<file path="config.mk">
export PLATFORM = sky130hd
export DESIGN_NAME = green_bar_level
export DESIGN_NICKNAME = d
export VERILOG_FILES = /design/src/rtl/green_bar_level.sv
export SDC_FILE = /design/constraint.sdc
export NUM_CORES = 1
export LEC_CHECK = 0
export CAP_MARGIN = 20
export CORE_UTILIZATION = 55
export DETAILED_ROUTE_END_ITERATION = 10
export GPL_TIMING_DRIVEN = 0
export PLACE_DENSITY = 0.8
export SETUP_SLACK_MARGIN = 0.4
export SYNTH_ARGS = -nofsm -noshare
export SYNTH_HDL_FRONTEND = slang
export SYNTH_SLANG_ARGS = --single-unit
</file>
<file path="constraint.sdc">
create_clock -name clk -period 6.9 [get_ports clk]
set_input_delay 1.38 -clock clk [delete_from_list [all_inputs] [get_ports clk]]
set_output_delay 1.38 -clock clk [all_outputs]
set_load 0.01 [all_outputs]
</file>
<file path="src/rtl/green_bar_level.sv">
// ============================================================================
// Module   : green_bar_level
// Purpose  : Scales a per-frame count to the green bar right edge (T_x) and
//            commits it only after frame_start. Optional macro: PEAK_HOLD_EN.
// Revision : 1.0 - initial release
// ============================================================================
`default_nettype none

module green_bar_level #(
  parameter int X_MIN      = 11,
  parameter int X_MAX      = 161,
  parameter int Y_MAX      = 109,
  parameter int CNT_W      = 16,
  parameter int FULL_SCALE = 1000,
  parameter int DECAY_STEP = 8
) (
  input  logic             clk,
  input  logic             reset,
  input  logic             s_valid,
  output logic             s_ready,
  input  logic [CNT_W-1:0] s_count,
  input  logic             frame_start,
  output logic [10:0]      T_x,
  output logic [9:0]       T_y,
  output logic             busy
);

  localparam int          c_SPAN     = X_MAX - X_MIN + 1;
  localparam int          c_NUM_W    = CNT_W + 8;
  localparam int          c_BIT_W    = $clog2(c_NUM_W + 1);
  localparam logic [10:0] c_TX_EMPTY = 11'(X_MIN - 1);

  typedef enum logic [1:0] {
    S_IDLE   = 2'd0,
    S_CALC   = 2'd1,
    S_COMMIT = 2'd2
  } state_t;

  state_t r_state;
  state_t w_next;

  logic [CNT_W-1:0]   r_pend;
  logic               r_pend_valid;
  logic [c_NUM_W-1:0] r_num;
  logic [CNT_W-1:0]   r_rem;
  logic [c_BIT_W-1:0] r_bit;

  logic               w_start;
  logic               w_accept;
  logic               w_last;
  logic               w_ge;
  logic [CNT_W-1:0]   w_clamp;
  logic [c_NUM_W-1:0] w_prod;
  logic [CNT_W:0]     w_trial;
  logic [10:0]        w_tx_new;
  logic [10:0]        w_tx_commit;

  assign s_ready  = !r_pend_valid;
  assign busy     = (r_state != S_IDLE);
  assign T_y      = 10'(Y_MAX);

  assign w_start  = (r_state == S_IDLE) && frame_start && r_pend_valid;
  assign w_accept = s_valid && !r_pend_valid;
  assign w_clamp  = (r_pend > CNT_W'(FULL_SCALE)) ? CNT_W'(FULL_SCALE) : r_pend;
  assign w_prod   = c_NUM_W'(w_clamp) * c_NUM_W'(c_SPAN);

  // Restoring division: the numerator shifts out its MSB into the partial
  // remainder while quotient bits shift in at the LSB, so r_num ends as q.
  assign w_trial  = {r_rem, r_num[c_NUM_W-1]};
  assign w_ge     = (w_trial >= (CNT_W + 1)'(FULL_SCALE));
  assign w_last   = (r_bit == c_BIT_W'(c_NUM_W));
  assign w_tx_new = c_TX_EMPTY + 11'(r_num);

`ifdef PEAK_HOLD_EN
  localparam logic [10:0] c_TX_DEC_MIN = 11'(X_MIN - 1 + DECAY_STEP);
  logic [10:0] w_tx_dec;
  assign w_tx_dec    = (T_x >= c_TX_DEC_MIN) ? (T_x - 11'(DECAY_STEP)) : c_TX_EMPTY;
  assign w_tx_commit = (w_tx_new > w_tx_dec) ? w_tx_new : w_tx_dec;
`else
  assign w_tx_commit = w_tx_new;
`endif

  always_ff @(posedge clk or negedge reset) begin
    if (!reset) r_state <= S_IDLE;
    else        r_state <= w_next;
  end

  always_comb begin
    w_next = r_state;
    unique case (r_state)
      S_IDLE:   if (w_start) w_next = S_CALC;
      S_CALC:   if (w_last)  w_next = S_COMMIT;
      S_COMMIT: w_next = S_IDLE;
      default:  w_next = S_IDLE;
    endcase
  end

  always_ff @(posedge clk or negedge reset) begin
    if (!reset) begin
      r_pend       <= '0;
      r_pend_valid <= 1'b0;
      r_num        <= '0;
      r_rem        <= '0;
      r_bit        <= '0;
      T_x          <= c_TX_EMPTY;
    end else begin
      if (w_start) begin
        r_pend_valid <= 1'b0;
      end else if (w_accept) begin
        r_pend       <= s_count;
        r_pend_valid <= 1'b1;
      end

      unique case (r_state)
        S_IDLE: begin
          if (w_start) begin
            r_num <= w_prod;
            r_rem <= '0;
            r_bit <= '0;
          end
`ifdef PEAK_HOLD_EN
          else if (frame_start) begin
            T_x <= w_tx_dec;
          end
`endif
        end
        S_CALC: begin
          // One extra CALC cycle after the last bit aligns the commit latency.
          if (!w_last) begin
            r_rem <= w_ge ? CNT_W'(w_trial - (CNT_W + 1)'(FULL_SCALE)) : CNT_W'(w_trial);
            r_num <= {r_num[c_NUM_W-2:0], w_ge};
            r_bit <= r_bit + 1'b1;
          end
        end
        S_COMMIT: T_x <= w_tx_commit;
        default: ;
      endcase
    end
  end

endmodule

`default_nettype wire

</file>
==> results.md, run 1 <==
- Switch share: 45.73%
- Initial Util: 56.79%
- Metal3 WL: 506 µm
- R2R cell count: 21
- Clock Skew: 0.007674 ns
- Most used cell, CP: inv_1
- Setup TNS: 0 ns
- Hold endpoint: T_x[9]
- Peak supply drop: 0.3384 mV
- Initial DRC count: 379
- Critical-path cell list: buf_2 -> or3_1 -> a21oi_1 -> nor3_1 -> nor2_1 -> clkbuf_1 -> and2_1 -> nand2_1 -> fa_1 -> inv_1 -> ha_1 -> inv_1 -> fa_1 -> inv_1 -> ha_1 -> and3_2 -> a221o_2 -> or4_4 -> a21bo_1 -> nand3_1 -> nor2_1
- Most frequent cells in the layout: 90 x inv_1, 73 x dfrtp_1, 66 x nand2_1, 66 x ha_1, 46 x nor2_1
- Fraction of layout cells with a size suffix above 1: 9.717%
- Int Power: 1892 µW
- Family with the most delay on the worst path: simple AND/OR/NAND/NOR gates
- Hold Path Class: reg -> reg
- Psw: 1595 µW
- Vias in the first global route: 5481
- DR WL/cell: 14.58 µm
- First-pass GRT wire length: 24520 µm
- Max Fclk: 182.0 MHz
- Max incr delay on CP: 0.54 ns
- Reg-to-reg slack, setup: 1.40 ns
- Fin nets: 927
- Clock power frac: 14.1%
- Slew @ Worst Pin: 0.7317 ns
- GP Congestion: 0.8780
- Antenna violations before repair: 0
- Register area: 1879 µm²
- Total wire length: 13940 µm
- Seq/Total Area, Yosys: 28.86%
- Hold buffers post-CTS: 0
- Max Used Layer: met4
- Post-synthesis cell count: 729
- Cts repair resizes: 0
- Gate power share: 61.4%
- Worst-path clk slew: 0.06 ns
- Area contributors post-synth: dfrtp_1 28%, ha_1 13%, fa_1 10%
- GRT Util Overall: 24.42%
- DRT Pass-1 Iters: 5
- Post-synth top area share: 28.05%
- Critical R2R Launch: r_pend[0]
- Core box area: 11470 µm²
- IO Pins: 43
- Count of warnings emitted by yosys: 0
- Grt total ovfl: 0
- Min-delay src: T_x[9]
- Diodes inserted: 0
- Met2 wire length: 7079 µm
- Vias: 5290
- Post-synth ARST share: 100.0%
- Layout area overhead: 14.85%
- Post CTS Setup Buffer Count: 0
- Post-Syn Area: 6512 µm²
- Commonest non-fill, non-tap cell in the layout: inv_1
- Outcome: completed
- Master of the slowest instance on the critical path: or4_4
- Site Rows: 39
- CTS Sinks: 75
- Critical Path RT: 7.13 ns
- Die width: 110.8 µm
- Post-synth EDFFs: 0
- Hold Violations, Final: 0
- Number of I/O port buffers: 32
- Slew HR: 50.85%
- Vias/cell: 5.533
- Post-synth top flop: dfrtp_1
- Synthesized area per cell: 8.933 µm²
- R2r endpoint: r_num[19]
- Crit. End Element: flop
- Post-DRT Antenna Nets: 0
- Worst setup SP type: flop
- Finished Cell Area: 7480 µm²
- WP depth: 21
- Final Cycle Share: 79.65%
- Multi-input gate area: 4205 µm²
- Overall Power: 3487 µW
- Hold Path Depth: 2
- Largest net degree at the start of global routing: 52
- Setup violations, final: 0
- Leak: 0.003509 µW
- RSZ-0062 raised after global routing: false
- Pwr Density: 466.2 nW/µm²
- CTS tree: yes
- Clock tree buffer depth: 2
- CTS Buf Count: 9
- CP max FO: 10
- Buffers & Inverters on Critical Path: 5
- Final Non-Filler Cells: 956
- Inst Count DP: 940
- Seq cells post-synth: 75
- Distinct cells, synth: 67
- Crit path time final: 5.496 ns
- H-tree depth: 3
- Sequential fraction of design power: 24.5%
- CTS root buf: clkbuf_16
- CP arrival: 5.73 ns
- M1 wire length: 6034 µm
- Critical path class: reg -> reg
- Clock Latency Late Sink: 0.35 ns
- DP Area: 7168 µm²
- Max Slew Vio Count: 0
- Die Span Y: 110.8 µm
- Die Area: 12280 µm²
- Total of max-cap violations: 0
- Final HPWL from detailed placement: 11140 µm
- Post-route DRC: 0
- Fill cells: 936
- Post-synth top area cell: dfrtp_1
==> cells in the mapped netlist (3+ instances only) <==
| cell | count |
|---|---|
| a32oi_1 | 3 |
| nand3_1 | 22 |
| and2_1 | 10 |
| buf_1 | 6 |
| nor4b_1 | 3 |
| or3_1 | 8 |
| nor4_1 | 5 |
| nor3b_1 | 5 |
| inv_1 | 90 |
| fa_1 | 33 |
| a21o_1 | 6 |
| o21ai_0 | 42 |
| dfrtp_1 | 73 |
| nand2b_1 | 5 |
| or4_1 | 5 |
| a211oi_1 | 3 |
| and3_1 | 7 |
| xnor2_1 | 25 |
| buf_4 | 10 |
| mux2_2 | 18 |
| nor3_1 | 19 |
| buf_2 | 8 |
| or2_2 | 9 |
| xor2_1 | 14 |
| a21oi_1 | 29 |
| nor2_1 | 46 |
| nand4_1 | 4 |
| a31oi_1 | 12 |
| clkbuf_1 | 18 |
| nand2_1 | 66 |
| a221o_1 | 3 |
| ha_1 | 66 |
| o211ai_1 | 7 |
| nor2b_1 | 3 |
==> metrics by stage <==
stage	util [%]	hold slack, ns	setup slack, ns
2_1_floorplan	-	0.4616	1.932
3_3_place_gp	62.29	0.4657	1.580
3_5_place_dp	62.51	0.4755	1.485
4_1_cts	65.23	0.4893	1.433
5_1_grt	65.23	0.5156	1.104
6_report	65.23	0.4866	1.404
==> kinds of logic (layout without fill, tap and decap cells) <==
group	Yosys count	count (layout)	share of synthesized area, %
AO/OA/AOI/OAI	133	133	13.28
XOR/XNOR	39	39	5.245
adder cells (fa/ha/maj)	99	99	22.82
buffers and inverters	134	183	8.588
flip-flops	75	75	28.86
multiplexers	20	20	3.420
other	2	37	0.1153
AND/OR/NAND/NOR	227	227	17.68
==> per-layer routing <==
layer	vias up	GRT usage, %
met5	-	0
met4	0	9.067
met3	24	4.374
met2	121	42.86
met1	2548	29.86
li1	2597	-
==> area by class of cell <==
cell class	count	share of cell area, %
Clock buffer	10	3.195
Sequential cell	75	25.13
Tap cell	143	2.392
Multi-Input combinational cell	555	56.22
Inverter	90	4.517
Buffer	44	2.961
Timing Repair Buffer	33	4.617
Clock inverter	6	0.9702
==> sequential cells by signal (all words and copies together) (netlist names) <==
signal and count:
r_num 24, r_pend 16, r_rem 16, T_x 11, r_bit 5, r_state 2
r_pend_valid 1
==> tightest hold or removal path, cell delays in order (launching register included) <==
cell and delay (ns):
dfrtp_1 0.34, nand2_1 0.05, o21ai_0 0.06
==> power groups by stage <==
stage / clock network, µW / logic (µW) / registers (µW)
6_report: 492 / 2140 / 854
5_1_grt: 517 / 2420 / 884
4_1_cts: 499 / 2110 / 850
3_5_place_dp: 0 / 2090 / 854
3_3_place_gp: 0 / 2010 / 837
2_1_floorplan: 0 / 1640 / 813
==> worst max-delay path by stage <==
stage                     startpoint        end  slack (ns)
after global placement     r_pend[0]  r_num[19]        1.58
after global routing       r_pend[4]  r_num[14]        1.10
final                      r_pend[0]  r_num[19]        1.40
after detailed placement   r_pend[0]  r_num[19]        1.48
after CTS                  r_pend[0]  r_num[19]        1.43
after floorplan            r_pend[0]  r_num[19]        1.93
Note: power is estimated with default switching activity, not from simulation.
==> run 2: changes to the inputs <==
PLACE_DENSITY = 0.83   (was 0.8)
clock period = 4.8 ns   (was 6.9 ns; I/O delays follow)
==> results.md, run 2 (synthesized netlist as in run 1, its figures left out) <==
- Post-DRT Antenna Nets: 0
- Post-route DRC: 0
- Hold Violations, Final: 0
- Largest regs: r_num x24, r_pend x16, r_rem x16
- Gate power share: 67.6%
- H-tree depth: 3
- Pwr Density: 750.1 nW/µm²
- DR WL/cell: 18.28 µm
- Site Rows: 39
- Buffers & Inverters on Critical Path: 6
- Max incr delay on CP: 0.53 ns
- Max Fclk: 196.4 MHz
- Number of I/O port buffers: 32
- Largest net degree at the start of global routing: 47
- Slew @ Worst Pin: 0.6790 ns
- CTS Sinks: 75
- Final HPWL from detailed placement: 11070 µm
- Clock Latency Late Sink: 0.35 ns
- Worst setup SP type: flop
- Commonest non-fill, non-tap cell in the layout: inv_1
- Sequential fraction of design power: 20.5%
- Min-delay src: T_x[10]
- Initial Util: 56.79%
- GP Congestion: 0.8935
- Family with the most delay on the worst path: adder cells
- Fraction of layout cells with a size suffix above 1: 18.34%
- Layout area overhead: 24.67%
- CTS tree: yes
- Peak supply drop: 0.4327 mV
- Grt total ovfl: 0
- Total of max-cap violations: 0
- Most used cell, CP: inv_1
- First-pass GRT wire length: 27860 µm
- Fin nets: 959
- Hold buffers post-CTS: 0
- Psw: 2874 µW
- Slew HR: 54.25%
- Worst slack at placement: -0.2029 ns
- Final core occ: 70.80%
- Core box area: 11470 µm²
- Switch share: 47.19%
- Most frequent cells in the layout: 87 x inv_1, 73 x dfrtp_1, 65 x nand2_1, 54 x ha_1, 44 x nor2_1
- CTS root buf: clkbuf_16
- DRT Pass-1 Iters: 6
- Fin worst setup slack: -0.2918 ns
- GRT Util Overall: 28.00%
- Critical-path cell list: buf_6 -> or3_4 -> a21oi_4 -> nor3_4 -> nor2_2 -> clkbuf_8 -> buf_4 -> and2_4 -> nand2_1 -> fa_1 -> inv_1 -> ha_1 -> inv_1 -> fa_1 -> inv_1 -> ha_4 -> a21o_1 -> a221o_2 -> a22o_2 -> a31oi_1 -> xor2_1 -> a32oi_1
- Die Span Y: 110.8 µm
- Hold Path Class: reg -> reg
- CP max FO: 6
- Max Slew Vio Count: 0
- Critical Path RT: 4.99 ns
- Vias: 5914
- Clock Skew: 0.01483 ns
- IO Pins: 43
- Antenna violations before repair: 0
- Failing checks: negative setup slack
- Critical R2R Launch: r_pend[1]
- Overall Power: 6090 µW
- Int Power: 3216 µW
- CTS Buf Count: 9
- Diodes inserted: 0
- Crit path time final: 5.092 ns
- Worst hold margin: 0.4779 ns
- Outcome: finished with violations
- Largest register by flop count: r_num
- Worst-path clk slew: 0.07 ns
- Critical path class: reg -> reg
- Initial DRC count: 660
- Setup violations, final: 10
- Vias/cell: 5.986
- Vias in the first global route: 5835
- Launch point of the worst path: r_pend[1]
- Total wire length: 18060 µm
- Clock tree buffer depth: 2
- Crit. End Element: flop
- Master of the slowest instance on the critical path: fa_1
- Leak: 0.003766 µW
- Final Cycle Share: 106.1%
- Die Area: 12280 µm²
- Max FFs per register: 24
- CP arrival: 5.28 ns
- Die width: 110.8 µm
- RSZ-0062 raised after global routing: true
- Clock power frac: 11.9%
## run 2: changes by cell type in the layout (fill, tap and decap cells not counted), sizes merged
cell,previous run,this run
clkinvlp,1,0
clkinv,2,3
buf,27,59
## run 2: cell type report
type                       count  area [µm²]
timing repair buffer          65       596.8
tap                          143       178.9
buffer                        44       260.3
sequential                    75        1879
clock buffer                  10       239.0
inverter                      90       337.8
clock inverter                 6       72.57
multi-input combinational    555        4554
fill                         776        3348
## run 2: power by group through the flow
stage | Combinational, µW | Clock [µW] | Sequential, µW
after CTS | 3540 | 726 | 1230
final | 4120 | 728 | 1250
after detailed placement | 3140 | 0 | 1230
after global placement | 3030 | 0 | 1210
after floorplan | 2480 | 0 | 1170
after global routing | 4410 | 753 | 1290
## run 2: timing repair
item,4_1_cts,5_1_grt
resized for setup,29,14
buffers inserted,22,10
hold endpoints to repair,0,0
setup endpoints to repair,13,13
pin swaps,23,28
## run 2: per-stage QoR
step	setup TNS (ns)	instance area, µm²	cells
2_1_floorplan	0	6788	764
5_1_grt	-2.641	8119	988
3_5_place_dp	-0.4071	7312	940
3_3_place_gp	-0.2890	7287	939
6_report	-1.568	8119	988
4_1_cts	0	7966	978
## run 2: worst paths after layout
kind                       slack (ns)  cells after the start   endpoint
max                             -0.29                     22  r_num[17]
min                              0.48                      2    T_x[10]
max reg2reg                     -0.29                     22  r_num[17]
min reg2reg                      0.48                      2    T_x[10]
max in group asynchronous        3.63                      2     T_x[3]
min in group asynchronous        0.55                      1  r_rem[11]
## run 2: worst reg2reg max path: stages, from the launching register on
cell	delay, ns
dfrtp_1	0.39
buf_6	0.13
or3_4	0.39
a21oi_4	0.15
nor3_4	0.06
nor2_2	0.15
clkbuf_8	0.17
buf_4	0.12
and2_4	0.15
nand2_1	0.07
fa_1	0.50
inv_1	0.05
ha_1	0.28
inv_1	0.06
fa_1	0.53
inv_1	0.07
ha_4	0.16
a21o_1	0.20
a221o_2	0.46
a22o_2	0.26
a31oi_1	0.19
xor2_1	0.29
a32oi_1	0.10
## run 2: per-layer routing
layer / vias to the layer above / share of wire [%] / global-route usage (%)
met4: 0 / 6.0 / 13.07
met2: 323 / 49 / 48.49
met1: 2830 / 38 / 33.85
met3: 96 / 6.5 / 4.866
li1: 2665 / - / -
met5: - / 0 / 0
